## config.mk

```make
export PLATFORM = sky130hd
export DESIGN_NAME = bps_engine_seq_flat
export DESIGN_NICKNAME = d
export VERILOG_FILES = /design/src/rtl/bps_pkg.sv /design/src/rtl/bps_engine_seq_if.sv /design/src/rtl/bps_node_counter.sv /design/src/rtl/bps_engine_seq.sv /design/src/flat_wrapper.sv
export SDC_FILE = /design/constraint.sdc
export NUM_CORES = 1
export LEC_CHECK = 0
export CORE_ASPECT_RATIO = 1.4
export CORE_UTILIZATION = 35
export DETAILED_ROUTE_END_ITERATION = 8
export HOLD_SLACK_MARGIN = 0.02
export PLACE_DENSITY = 0.71
export SYNTH_ARGS = -nofsm -noshare
export SYNTH_HDL_FRONTEND = slang
export SYNTH_SLANG_ARGS = --single-unit
```

## constraint.sdc

```tcl
create_clock -name clk -period 2.3 [get_ports clk]
set_input_delay 0.46 -clock clk [delete_from_list [all_inputs] [get_ports clk]]
set_output_delay 0.46 -clock clk [all_outputs]
set_load 0.005 [all_outputs]
```

## src/rtl/bps_pkg.sv

```systemverilog
// bps_pkg: opcode encodings shared with the BP-S master, engine FSM states and width defaults.
package bps_pkg;
    localparam int ADDR_W_DEF = 32;
    localparam int NODE_W_DEF = 10;
    localparam logic [2:0] OP_IDLE       = 3'd0;
    localparam logic [2:0] OP_LOAD       = 3'd1;
    localparam logic [2:0] OP_DOWN       = 3'd2;
    localparam logic [2:0] OP_UP         = 3'd3;
    localparam logic [2:0] OP_STORE_DOWN = 3'd4;
    localparam logic [2:0] OP_STORE_UP   = 3'd5;
    typedef enum logic [1:0] {S_IDLE, S_MEM, S_DP_ISSUE, S_DP_WAIT} bps_state_e;
    function automatic logic op_valid(input logic [2:0] op);
        return op >= OP_LOAD && op <= OP_STORE_UP;
    endfunction
    function automatic logic op_is_mem(input logic [2:0] op);
        return op == OP_LOAD || op == OP_STORE_DOWN || op == OP_STORE_UP;
    endfunction
endpackage

```

## src/rtl/bps_engine_seq_if.sv

```systemverilog
// bps_engine_seq_if: command, memory and datapath signals of the BP-S sequencing stage.
// The slave modport is the engine; the master modport is the BP-S master plus memory/datapath responders.
interface bps_engine_seq_if #(
    parameter int ADDR_W = bps_pkg::ADDR_W_DEF,
    parameter int NODE_W = bps_pkg::NODE_W_DEF
);
    logic [2:0]        bps_opcode;
    logic              bps_stall;
    logic              bps_err;
    logic              mem_req;
    logic              mem_we;
    logic [ADDR_W-1:0] mem_addr;
    logic              mem_ack;
    logic              dp_start;
    logic [NODE_W-1:0] dp_node;
    logic              dp_dir;
    logic              dp_done;
    modport master (
        output bps_opcode, mem_ack, dp_done,
        input  bps_stall, bps_err, mem_req, mem_we, mem_addr, dp_start, dp_node, dp_dir
    );
    modport slave (
        input  bps_opcode, mem_ack, dp_done,
        output bps_stall, bps_err, mem_req, mem_we, mem_addr, dp_start, dp_node, dp_dir
    );
endinterface

```

## src/rtl/bps_node_counter.sv

```systemverilog
// bps_node_counter: node index walker; loads the first node, steps +1 (down) or -1 (up), flags the last node.
module bps_node_counter #(
    parameter int NUM_NODES = 16,
    parameter int NODE_W    = 10
) (
    input  logic              clk,
    input  logic              rst,
    input  logic              load,
    input  logic              up,
    input  logic              step,
    output logic [NODE_W-1:0] node,
    output logic [NODE_W-1:0] nxt,
    output logic              dir,
    output logic              is_last
);
    localparam logic [NODE_W-1:0] LAST = NODE_W'(NUM_NODES - 1);
    always_comb nxt = load ? (up ? LAST : '0) : step ? (dir ? node - NODE_W'(1) : node + NODE_W'(1)) : node;
    assign is_last = dir ? (node == '0) : (node == LAST);
    always_ff @(posedge clk or posedge rst)
        if (rst) begin
            node <= '0;
            dir  <= 1'b0;
        end else begin
            node <= nxt;
            if (load) dir <= up;
        end
endmodule

```

## src/rtl/bps_engine_seq.sv

```systemverilog
// bps_engine_seq: sequences BP-S commands into per-node memory transfers or datapath starts.
// Optional BPS_PERF_CNT_EN adds perf_busy_cycles (saturating) and perf_cmds (wrapping) counters.
module bps_engine_seq
    import bps_pkg::*;
#(
    parameter int NUM_NODES = 16,
    parameter int NODE_W    = NODE_W_DEF,
    parameter int ADDR_W    = ADDR_W_DEF,
    parameter logic [ADDR_W-1:0] LOAD_BASE = 'h0000,
    parameter logic [ADDR_W-1:0] DOWN_BASE = 'h1000,
    parameter logic [ADDR_W-1:0] UP_BASE   = 'h2000
) (
    input logic             clk,
    input logic             rst,
    bps_engine_seq_if.slave bus
`ifdef BPS_PERF_CNT_EN
    ,
    output logic [31:0]     perf_busy_cycles,
    output logic [15:0]     perf_cmds
`endif
);
    bps_state_e        state;
    logic [2:0]        op;
    logic [NODE_W-1:0] nxt;
    logic              accept, last, step, mem_hs, dp_hs;
    logic [ADDR_W-1:0] base, addr_nxt;

    function automatic logic [ADDR_W-1:0] base_of(input logic [2:0] o);
        return o == OP_LOAD ? LOAD_BASE : o == OP_STORE_DOWN ? DOWN_BASE : UP_BASE;
    endfunction

    assign accept   = state == S_IDLE && op_valid(bus.bps_opcode);
    assign mem_hs   = state == S_MEM && bus.mem_req && bus.mem_ack;
    assign dp_hs    = state == S_DP_WAIT && bus.dp_done;
    assign step     = (mem_hs || dp_hs) && !last;
    // The opcode is not latched yet in the accept cycle, so the base comes straight from the bus then.
    assign base     = base_of(accept ? bus.bps_opcode : op);
    assign addr_nxt = base + ADDR_W'(nxt);

    bps_node_counter #(.NUM_NODES(NUM_NODES), .NODE_W(NODE_W)) u_cnt (
        .clk(clk),
        .rst(rst),
        .load(accept),
        .up(bus.bps_opcode == OP_UP),
        .step(step),
        .node(bus.dp_node),
        .nxt(nxt),
        .dir(bus.dp_dir),
        .is_last(last)
    );

    always_ff @(posedge clk or posedge rst)
        if (rst) begin
            state         <= S_IDLE;
            op            <= OP_IDLE;
            bus.bps_stall <= 1'b0;
            bus.bps_err   <= 1'b0;
            bus.mem_req   <= 1'b0;
            bus.mem_we    <= 1'b0;
            bus.mem_addr  <= '0;
            bus.dp_start  <= 1'b0;
        end else begin
            bus.dp_start <= 1'b0;
            if (bus.bps_opcode != OP_IDLE && !accept) bus.bps_err <= 1'b1;
            case (state)
                S_IDLE: if (accept) begin
                    op            <= bus.bps_opcode;
                    bus.bps_stall <= 1'b1;
                    if (op_is_mem(bus.bps_opcode)) begin
                        state        <= S_MEM;
                        bus.mem_req  <= 1'b1;
                        bus.mem_we   <= bus.bps_opcode != OP_LOAD;
                        bus.mem_addr <= addr_nxt;
                    end else begin
                        state        <= S_DP_ISSUE;
                        bus.dp_start <= 1'b1;
                    end
                end
                S_MEM: if (mem_hs) begin
                    if (last) begin
                        state         <= S_IDLE;
                        bus.bps_stall <= 1'b0;
                        bus.mem_req   <= 1'b0;
                        bus.mem_we    <= 1'b0;
                        bus.mem_addr  <= '0;
                    end else bus.mem_addr <= addr_nxt;
                end
                S_DP_ISSUE: state <= S_DP_WAIT;
                S_DP_WAIT: if (dp_hs) begin
                    if (last) begin
                        state         <= S_IDLE;
                        bus.bps_stall <= 1'b0;
                    end else begin
                        state        <= S_DP_ISSUE;
                        bus.dp_start <= 1'b1;
                    end
                end
                default: state <= S_IDLE;
            endcase
        end

`ifdef BPS_PERF_CNT_EN
    always_ff @(posedge clk or posedge rst)
        if (rst) begin
            perf_busy_cycles <= '0;
            perf_cmds        <= '0;
        end else begin
            if (bus.bps_stall && perf_busy_cycles != '1) perf_busy_cycles <= perf_busy_cycles + 32'd1;
            if (accept) perf_cmds <= perf_cmds + 16'd1;
        end
`endif
endmodule

```

## src/flat_wrapper.sv

```systemverilog
// flat-port wrapper written by rule: the top's interface ports become plain ports
module bps_engine_seq_flat import bps_pkg::*;
#(
    parameter int NUM_NODES = 16,
    parameter int NODE_W    = NODE_W_DEF,
    parameter int ADDR_W    = ADDR_W_DEF,
    parameter logic [ADDR_W-1:0] LOAD_BASE = 'h0000,
    parameter logic [ADDR_W-1:0] DOWN_BASE = 'h1000,
    parameter logic [ADDR_W-1:0] UP_BASE   = 'h2000
)
  (clk, rst, bus_bps_opcode, bus_mem_ack, bus_dp_done, bus_bps_stall, bus_bps_err, bus_mem_req, bus_mem_we, bus_mem_addr, bus_dp_start, bus_dp_node, bus_dp_dir);
  bps_engine_seq_if #(.ADDR_W(ADDR_W), .NODE_W(NODE_W)) bus_i ();
  input logic clk;
  input logic rst;
  input wire logic [$bits(bus_i.bps_opcode)-1:0] bus_bps_opcode;
  input wire logic [$bits(bus_i.mem_ack)-1:0] bus_mem_ack;
  input wire logic [$bits(bus_i.dp_done)-1:0] bus_dp_done;
  output wire logic [$bits(bus_i.bps_stall)-1:0] bus_bps_stall;
  output wire logic [$bits(bus_i.bps_err)-1:0] bus_bps_err;
  output wire logic [$bits(bus_i.mem_req)-1:0] bus_mem_req;
  output wire logic [$bits(bus_i.mem_we)-1:0] bus_mem_we;
  output wire logic [$bits(bus_i.mem_addr)-1:0] bus_mem_addr;
  output wire logic [$bits(bus_i.dp_start)-1:0] bus_dp_start;
  output wire logic [$bits(bus_i.dp_node)-1:0] bus_dp_node;
  output wire logic [$bits(bus_i.dp_dir)-1:0] bus_dp_dir;
  assign bus_i.bps_opcode = bus_bps_opcode;
  assign bus_i.mem_ack = bus_mem_ack;
  assign bus_i.dp_done = bus_dp_done;
  assign bus_bps_stall = bus_i.bps_stall;
  assign bus_bps_err = bus_i.bps_err;
  assign bus_mem_req = bus_i.mem_req;
  assign bus_mem_we = bus_i.mem_we;
  assign bus_mem_addr = bus_i.mem_addr;
  assign bus_dp_start = bus_i.dp_start;
  assign bus_dp_node = bus_i.dp_node;
  assign bus_dp_dir = bus_i.dp_dir;
  bps_engine_seq #(.NUM_NODES(NUM_NODES), .NODE_W(NODE_W), .ADDR_W(ADDR_W), .LOAD_BASE(LOAD_BASE), .DOWN_BASE(DOWN_BASE), .UP_BASE(UP_BASE)) u_core (.clk(clk), .rst(rst), .bus(bus_i));
endmodule
```

==> reports/results.ini <==
[yosys]
seq_area_frac_synth_pct = 38.3
avgSynthCellArea_sq_um = 9.29
synthTopCellsByCount = 33 x dfrtp_1, 21 x nand2_1, 20 x buf_4, 20 x nor2_1, 20 x o21ai_0
syn_area_sq_mm = 0.00216
syn_inst = 232
synth_area_leaders = dfrtp_1 38%, buf_4 7.0%, ha_1 7.0%, o21ai_0 4.6%, nand2_1 3.7%
synth_top_cell_by_area = dfrtp_1
synthMostInstantiatedCell = dfrtp_1
synth_cell_types = 49
synth_enable_flop_cells = 0
netlist.area_leader.share_pct = 38.3
ys_warn_count = 0
ys_seq_elements = 33
async_flop_share_pct = 100
synth_top_flop_cell = dfrtp_1

[setup_path]
slowest_stage = dfrtp_2
start_kind = register
critPathMaxStageDelay_ns = 0.43
required_ns = 2.47
crit_chain = buf_4 > ha_1 > a21o_1 > nand4_1 > a32o_2 > o221a_4 > nor4b_2 > a211oi_1
path_max_fanout = 5
arrival_ns = 2.41
crit_type = reg2reg
crit_family = compound AO/OA/AOI/OAI gates
r2r_slack_ns = 0.06
cp-end-kind = register
critPathBufInv = 1

[floorplan]
dieArea_sq_mm = 0.00648
fp.dieW_um = 68.3
ios = 55
core_sq_mm = 0.00590
die_y_um = 94.9
initial_core_util_pct = 36.5
rows = 33

[cts]
postCtsHoldBufs = 0
cts_tree = done
clockRootBuffer = clkbuf_8
clk_path_buf_depth = 2
clk_pin_slew_ns = 0.07
cts.sinks = 33
clkLatencyLatePin_ns = 0.29
tritoncts.num_buffers = 5
htreeDepth = 2

[timing]
final_max_slew_viol_count = 0
layout_setup_ws_ns = 0.0600
hold_violations = 0
post-route-min-period_ns = 2.24
period_share_pct = 97.4
fin_hold_ws_ns = 0.469
slew_headroom_pct = 66.5
tightest_slew_ns = 0.489
skew_ns = 0.00334
setup_viol = 0
max_freq_mhz = 446

[placed_design]
place_inst = 353
gp_congestion = 0.809
portBuffers = 34
placed_cell_area_sq_mm = 0.00264
pre_cts_ws_ns = 0.00406
post-dp-hpwl_um = 3670

[pwr]
power.density_mw_per_mm2 = 394
peakVddDrop_mv = 0.283
pwr-share-comb_pct = 4.1
p_seq_share_pct = 52.4
swShare_pct = 21.6
switching_power_mw = 0.239
p_clk_share_pct = 43.4
internal_power_mw = 0.868
power_leakage_nw = 1.34

[layout]
stdcell_area_sq_mm = 0.00281
drive_gt1_share_pct = 16.2
syn2layout_area_growth_pct = 30.4
antennaDiodeCount = 0
fin_cells = 366
fin_nets = 315

[global_route]
grt_usage_pct = 16.9
grt_pass1_wl_um = 8200
grt_start_max_net_pins = 34
first_global_vias = 1791
antenna_found_initial = 0
grt_overflow = 0

[route]
detailroute.via_count = 1789
drt_wl_total_um = 4920
dr.pass1.iters = 4
wl_per_cell_um = 13.5
drtIter0Drc = 43
via_per_inst = 4.89
drc = 0
final_antenna_net_count = 0

[job]
drv_cap = 0

[outcome]
outcome = complete, no violations

[min_path]
min_path_type = reg2reg

metal layers:
metal  share of wire [%]  global-route usage, %  routed length (um)
met5                   0                      0                   0
met4                 1.3                   5.21                  65
met3                 3.2                   3.14                 157
met2                  52                   29.6                2580
met1                  43                   20.3                2130
cells by family (layout without fill, tap and decap cells):
group | count (synthesis) | in the layout | share of synthesized area [%]
other | 1 | 20 | 0.174
multiplexers | 9 | 9 | 4.41
AO/OA/AOI/OAI | 59 | 59 | 18.1
AND/OR/NAND/NOR | 73 | 73 | 17.1
buffers and inverters | 35 | 80 | 10.3
XOR/XNOR | 9 | 9 | 3.66
adder cells (fa/ha/maj) | 13 | 13 | 7.89
flip-flops | 33 | 33 | 38.3
sequential cells by signal, summed over array words and instances, names as in the netlist:
| name | flops |
|---|---|
| u_core.bus.mem_we | 1 |
| u_core.bus.bps_err | 1 |
| u_core.bus.dp_start | 1 |
| u_core.bus.mem_addr | 12 |
| u_core.u_cnt.dir | 1 |
| u_core.state | 2 |
| u_core.op | 3 |
| u_core.u_cnt.node | 10 |
| u_core.bus.mem_req | 1 |
| u_core.bus.bps_stall | 1 |
final timing paths:
path,startpoint,end,depth (start not counted)
min in group asynchronous,rst,u_core.bus.mem_addr[0],3
setup / recovery,u_core.u_cnt.dir,u_core.bus.mem_addr[9],8
hold reg to reg,u_core.bus.bps_err,u_core.bus.bps_err,1
setup reg to reg,u_core.u_cnt.dir,u_core.bus.mem_addr[9],8
hold / removal,u_core.bus.bps_err,u_core.bus.bps_err,1
max in group asynchronous,rst,u_core.u_cnt.dir,3
metrics by stage:
step | utilization (%) | setup TNS (ns) | power, mW
finish | 47.6 | 0 | 1.11
global route | 47.6 | -0.00488 | 1.14
CTS | 46.5 | 0 | 1.12
detailed placement | 44.8 | 0 | 0.637
global placement | 44.8 | 0 | 0.637
floorplan | - | 0 | 0.639
cell type report:
class / count / area (sq um)
Clock buffer: 7 / 96.3
Clock inverter: 1 / 5.00
Fill cell: 599 / 3090
Inverter: 10 / 37.5
Multi-Input combinational cell: 183 / 1210
Sequential cell: 33 / 827
Tap cell: 70 / 87.6
Timing Repair Buffer: 62 / 551
layout by cell type (no fill, tap or decap), drive strengths merged, types with 7 or more instances in the layout:
master	instances
clkdlybuf4s50	34
nand2b	9
a21oi	15
mux2i	8
nand2	22
buf	28
conb	20
nor2	20
o21ai	22
inv	10
ha	12
clkbuf	7
dfrtp	33
repair_timing:
action / 4_1_cts / 5_1_grt
setup buffers: 0 / 5
setup endpoints to repair: 6 / 17
pin swaps: 0 / 3
resized for setup: 1 / 8
power groups by stage:
stage	clock network, mW	registers [mW]	logic, mW
2_1_floorplan	0	0.591	0.0481
3_3_place_gp	0	0.591	0.0460
3_5_place_dp	0	0.591	0.0463
4_1_cts	0.490	0.580	0.0464
5_1_grt	0.509	0.580	0.0556
6_report	0.481	0.580	0.0459
No activity file was read; power rests on OpenSTA's default activity.
